**src/rtl/riscv_test_monitor_pkg.sv**
```systemverilog
// Shared types for the riscv-tests pass/fail monitor.
// State and verdict encodings plus default register indices.
package riscv_test_monitor_pkg;

    typedef enum logic [1:0] {
        ST_IDLE,
        ST_RUN,
        ST_SETTLE,
        ST_DONE
    } state_e;

    typedef enum logic [1:0] {
        V_NONE,
        V_PASS,
        V_FAIL,
        V_TIMEOUT
    } verdict_e;

    localparam int DEF_DONE_REG   = 26;
    localparam int DEF_RESULT_REG = 27;

    // Width that holds SETTLE_CYCLES-1 (at least one bit).
    function automatic int settle_w(input int n);
        return (n > 1) ? $clog2(n) : 1;
    endfunction

endpackage

```
**src/rtl/riscv_test_monitor_timer.sv**
```systemverilog
// Settle down-counter and saturating armed-cycle up-counter,
// each with a terminal-count flag.
module riscv_test_monitor_timer #(
    parameter int CNT_W          = 32,
    parameter int DN_W           = 1,
    parameter int TIMEOUT_CYCLES = 0
) (
    input  logic             clk,
    input  logic             rst,
    input  logic             clr,
    input  logic             up_en,
    input  logic             dn_load,
    input  logic             dn_en,
    input  logic [DN_W-1:0]  dn_init,
    output logic [CNT_W-1:0] up_cnt,
    output logic             dn_zero,
    output logic             up_tc
);

    localparam logic [CNT_W-1:0] UP_LAST = CNT_W'(TIMEOUT_CYCLES - 1);

    logic [DN_W-1:0] dn_cnt;

    always_ff @(posedge clk or negedge rst) begin
        if (!rst) begin
            up_cnt <= '0;
            dn_cnt <= '0;
        end else if (clr) begin
            up_cnt <= '0;
            dn_cnt <= '0;
        end else begin
            if (up_en && !(&up_cnt))
                up_cnt <= up_cnt + 1'b1;
            if (dn_load)
                dn_cnt <= dn_init;
            else if (dn_en && dn_cnt != '0)
                dn_cnt <= dn_cnt - 1'b1;
        end
    end

    assign dn_zero = (dn_cnt == '0);
    assign up_tc   = (TIMEOUT_CYCLES != 0) && (up_cnt == UP_LAST);

endmodule

```
**src/rtl/riscv_test_monitor.sv**
```systemverilog
// Pass/fail monitor for riscv-tests: snoops register-file writes,
// waits a settle window after the done write, then latches a verdict.
module riscv_test_monitor
    import riscv_test_monitor_pkg::*;
#(
    parameter int              XLEN           = 32,
    parameter int              DONE_REG       = DEF_DONE_REG,
    parameter int              RESULT_REG     = DEF_RESULT_REG,
    parameter logic [XLEN-1:0] PASS_VALUE     = XLEN'(1),
    parameter int              SETTLE_CYCLES  = 2,
    parameter int              TIMEOUT_CYCLES = 100000,
    parameter int              CNT_W          = 32,
    parameter bit              AUTO_START     = 1'b1
) (
    input  logic             clk,
    input  logic             rst,
    input  logic             start,
    input  logic             wr_en,
    input  logic [4:0]       wr_addr,
    input  logic [XLEN-1:0]  wr_data,
    output logic             busy,
    output logic             done,
    output logic             pass,
    output logic             fail,
    output logic             timeout,
    output logic [XLEN-1:0]  result_value,
    output logic [CNT_W-1:0] cycle_count
);

    localparam int SW = settle_w(SETTLE_CYCLES);

    state_e          state;
    verdict_e        verdict;
    logic            boot;
    logic            armed;
    logic            arm;
    logic            done_hit;
    logic            res_hit;
    logic            settle_exp;
    logic            to_exp;
    logic            finish;
    logic            dn_zero;
    logic            up_tc;
    logic [XLEN-1:0] res_next;

    assign armed = (state == ST_RUN) || (state == ST_SETTLE);
    assign arm   = start || boot;

    // x0 is hardwired zero in the core, so its writes never count.
    assign res_hit = armed && wr_en && wr_addr != 5'd0
                   && wr_addr == 5'(RESULT_REG);
    assign done_hit = (state == ST_RUN) && wr_en && wr_addr != 5'd0
                    && wr_addr == 5'(DONE_REG) && (|wr_data);

    assign res_next   = res_hit ? wr_data : result_value;
    assign settle_exp = (state == ST_SETTLE) && dn_zero;
    assign to_exp     = armed && up_tc;
    assign finish     = settle_exp || to_exp;

    riscv_test_monitor_timer #(
        .CNT_W          (CNT_W),
        .DN_W           (SW),
        .TIMEOUT_CYCLES (TIMEOUT_CYCLES)
    ) u_timer (
        .clk     (clk),
        .rst     (rst),
        .clr     (arm),
        .up_en   (armed && !finish),
        .dn_load (done_hit),
        .dn_en   (state == ST_SETTLE),
        .dn_init (SW'(SETTLE_CYCLES - 1)),
        .up_cnt  (cycle_count),
        .dn_zero (dn_zero),
        .up_tc   (up_tc)
    );

    always_ff @(posedge clk or negedge rst) begin
        if (!rst) begin
            state        <= ST_IDLE;
            verdict      <= V_NONE;
            boot         <= AUTO_START;
            result_value <= '0;
        end else begin
            boot <= 1'b0;
            if (arm) begin
                state        <= ST_RUN;
                verdict      <= V_NONE;
                result_value <= '0;
            end else begin
                if (res_hit)
                    result_value <= wr_data;
                unique case (state)
                    ST_RUN: begin
                        if (to_exp) begin
                            state   <= ST_DONE;
                            verdict <= V_TIMEOUT;
                        end else if (done_hit) begin
                            state <= ST_SETTLE;
                        end
                    end
                    ST_SETTLE: begin
                        // Settle expiry outranks a coincident timeout.
                        if (settle_exp) begin
                            state   <= ST_DONE;
                            verdict <= (res_next == PASS_VALUE)
                                     ? V_PASS : V_FAIL;
                        end else if (to_exp) begin
                            state   <= ST_DONE;
                            verdict <= V_TIMEOUT;
                        end
                    end
                    ST_IDLE, ST_DONE: ;
                endcase
            end
        end
    end

    assign busy    = armed;
    assign done    = (verdict != V_NONE);
    assign pass    = (verdict == V_PASS);
    assign fail    = (verdict == V_FAIL);
    assign timeout = (verdict == V_TIMEOUT);

endmodule

```
**config.mk**
```make
export PLATFORM = sky130hd
export DESIGN_NAME = riscv_test_monitor
export DESIGN_NICKNAME = d
export VERILOG_FILES = /design/src/rtl/riscv_test_monitor_pkg.sv /design/src/rtl/riscv_test_monitor_timer.sv /design/src/rtl/riscv_test_monitor.sv
export SDC_FILE = /design/constraint.sdc
export NUM_CORES = 1
export LEC_CHECK = 0
export ABC_CLOCK_PERIOD_IN_PS = 3250
export BUFFER_PORTS_ARGS = -buffer_cell sky130_fd_sc_hd__buf_4
export CORE_MARGIN = 3
export CORE_UTILIZATION = 45
export CTS_CLUSTER_SIZE = 25
export DETAILED_ROUTE_END_ITERATION = 10
export PLACE_DENSITY = 0.71
export SYNTH_ARGS = -nofsm -noshare
export SYNTH_HDL_FRONTEND = slang
export SYNTH_SLANG_ARGS = --single-unit
```
**constraint.sdc**
```tcl
create_clock -name clk -period 3.25 [get_ports clk]
set_input_delay 0.65 -clock clk [delete_from_list [all_inputs] [get_ports clk]]
set_output_delay 0.65 -clock clk [all_outputs]
set_load 0.01 [all_outputs]
```
==> run summary <==
Crit path max fanout - 6
Fin Setup TNS - 0 ns
DR DRC count - 0
Final wirelength - 11,000 um
CTS Hold Bufs - 0
Met3 GRT Util - 0.0330
Slowest stage delay, CP - 0.63 ns
WP data arrival - 2.86 ns
Max-slew violations - 0
Total power - 1.75 mW
Number of inserted diodes - 0
Largest net degree at the start of global routing - 71
Vias per cell - 5.93
Sequential fraction of the synthesis area - 0.465
Ports - 110
Worst min-delay path class - input port to asynchronous set/reset pin
Syn nets - 469
Yosys warnings - 0
Cell Chain, Critical Path - ha_1 > and4_1 > and2_1 > a311oi_1 > or4b_2 > a21oi_1
Post-CTS Setup Inserts - 0
Number of synthesized flops with an enable pin - 0
Final Hold Fails - 0
Starting Density - 0.475
GR peak layer - met2
GR Util met2 - 0.351
Clock root buffer - clkbuf_8
Met1 Use GR - 0.351
Die Width - 97.5 um
Synth cell types - 55
Core box area - 7930 um2
Startpoint types - flop
Buf/Inv on CP - 0
Vias post-DR - 3,805
Least-Margin Pin Slew - 0.880 ns
Detailed placement HPWL - 8070 um
Worst-Skew Late Latency - 0.34 ns
Cts bufs inserted - 9
Most used DFF post-synth - dfrtp_1
DRT Pass-1 Iters - 5
Area Overhead vs Synth - 30.6%
Max VDD drop - 0.000172 V
Min cycle time layout - 2.60 ns
Total number of H-tree levels - 3
Vias in the first global route - 3,589
Fraction of the cycle the final worst path needs - 0.800
Final nets - 580
Skew final - 0.00907 ns
Fmax - 385 MHz
RSZ-0062 raised after global routing - false
Die Ht - 97.5 um
WL/cell - 17.2 um
Max cap viols - 0
Critical Path RT - 3.51 ns
IO buf count - 109
Crit path max-delay family - simple AND/OR/NAND/NOR gates
Worst setup EP type - flop
Die ar. - 9500 um2
First-pass GRT wire length - 18,300 um
Bufs on Longest Clock Path - 2
Setup violations, final - 0
Most frequent cells in the layout - 117 x buf_4, 87 x nand2_1, 69 x dfrtp_1
CTS tree - built
Row count - 32
Detail Route Antenna Nets - 0
Pwr dens - 355 nW/um2
Async SR Flop Fraction - 1.00
Most common cell after layout, fill and taps aside - buf_4
Slowest cell on the critical path - or4b_2
Critical path class - flop to flop
PostCTS Resize Cnt - 0
Clk sinks - 70
Initial DRC count - 236
#FFs+latches synth - 70
Syn Inst Count - 425
Static Leak - 2.16 nW
Gpl congestion - 0.846
Syn Area/Cell - 8.86 um2
Synth Cell Area - 3770 um2
Layout cells sized above 1 - 0.267
Grt total ovfl - 0
Initial antenna violation count - 0
Outcome - finished clean
Relative slew margins - 0.413
Worst-path clk slew - 0.08 ns
Total GRT Usage - 0.234
[sequential cells by signal (all words and copies together), names as in the netlist]
signal,flops
result_value,32
u_timer.up_cnt,32
state,2
verdict,2
boot,1
u_timer.dn_cnt,1
[metal layers]
layer	vias up	wire [um]
met5	-	0
met4	0	121
met3	15	577
met2	129	5180
met1	1859	5140
li1	1802	-
[final cells by class]
type	instances	area, um2
Sequential cell	70	1750
Inverter	5	18.8
Tap cell	102	128
Fill cell	698	3010
Clock inverter	6	87.6
Clock buffer	9	124
Multi-Input combinational cell	333	1930
Timing Repair Buffer	117	878
[power breakdown]
group	switching (mW)	total, mW	internal (mW)
registers	0.00473	0.879	0.874
logic	0.0620	0.109	0.0469
clock network	0.332	0.760	0.428
total	0.399	1.75	1.35
[cell usage after synthesis (2+ instances only)]
| cell type | count | area share |
|---|---|---|
| a21oi_1 | 51 | 0.068 |
| xnor2_1 | 3 | 0.0070 |
| or2_2 | 3 | 0.0050 |
| ha_1 | 3 | 0.010 |
| clkbuf_1 | 15 | 0.015 |
| nor4b_1 | 4 | 0.0093 |
| nand2b_1 | 3 | 0.0050 |
| and3_1 | 3 | 0.0050 |
| or4_1 | 6 | 0.012 |
| nor3b_1 | 2 | 0.0040 |
| nor4_4 | 2 | 0.011 |
| and2_1 | 3 | 0.0050 |
| o41ai_1 | 2 | 0.0047 |
| o211ai_1 | 4 | 0.0080 |
| o31ai_1 | 6 | 0.012 |
| nand3_1 | 16 | 0.021 |
| nor4_1 | 25 | 0.042 |
| nand4_1 | 14 | 0.023 |
| nand2_1 | 87 | 0.087 |
| a41o_1 | 2 | 0.0053 |
| nor2b_1 | 4 | 0.0066 |
| and4_1 | 4 | 0.0093 |
| nor3_1 | 9 | 0.012 |
| dfrtp_1 | 69 | 0.46 |
| o21ai_0 | 9 | 0.012 |
| a31oi_1 | 3 | 0.0050 |
| o311ai_0 | 3 | 0.0070 |
| mux2i_1 | 8 | 0.021 |
| nor2_1 | 15 | 0.015 |
| inv_1 | 5 | 0.0050 |
| or3_1 | 18 | 0.030 |
[per-stage QoR]
step,instances,utilization,hold slack (ns),setup WS [ns],instance area (um2)
floorplan,425,-,0.354,0.899,3770
global placement,627,0.594,0.528,0.812,4710
detailed placement,627,0.594,0.533,0.708,4710
CTS,642,0.620,0.457,0.690,4920
global route,642,0.620,0.487,0.428,4920
finish,642,0.620,0.420,0.651,4920
[worst paths after layout]
check,to,start,cells past startpoint,slack [ns]
max reg2reg,u_timer.up_cnt[18],u_timer.up_cnt[0],6,0.65
max in group asynchronous,u_timer.up_cnt[5],rst,1,2.25
max,u_timer.up_cnt[18],u_timer.up_cnt[0],6,0.65
min reg2reg,result_value[14],result_value[14],2,0.54
min in group clk,result_value[14],result_value[14],2,0.54
min,u_timer.up_cnt[21],rst,1,0.42
[logic make-up (layout without fill, tap and decap cells)]
family | after synthesis | count (layout) | synth area share
simple gates | 227 | 227 | 0.326
mux | 8 | 8 | 0.0213
other cells | 1 | 1 | 0.000996
flops | 70 | 70 | 0.465
xor+xnor | 4 | 4 | 0.00930
fa+ha+maj | 3 | 3 | 0.00997
compound gates | 90 | 90 | 0.145
buf+inv | 22 | 137 | 0.0223
Power figures use the tool's default switching activity.
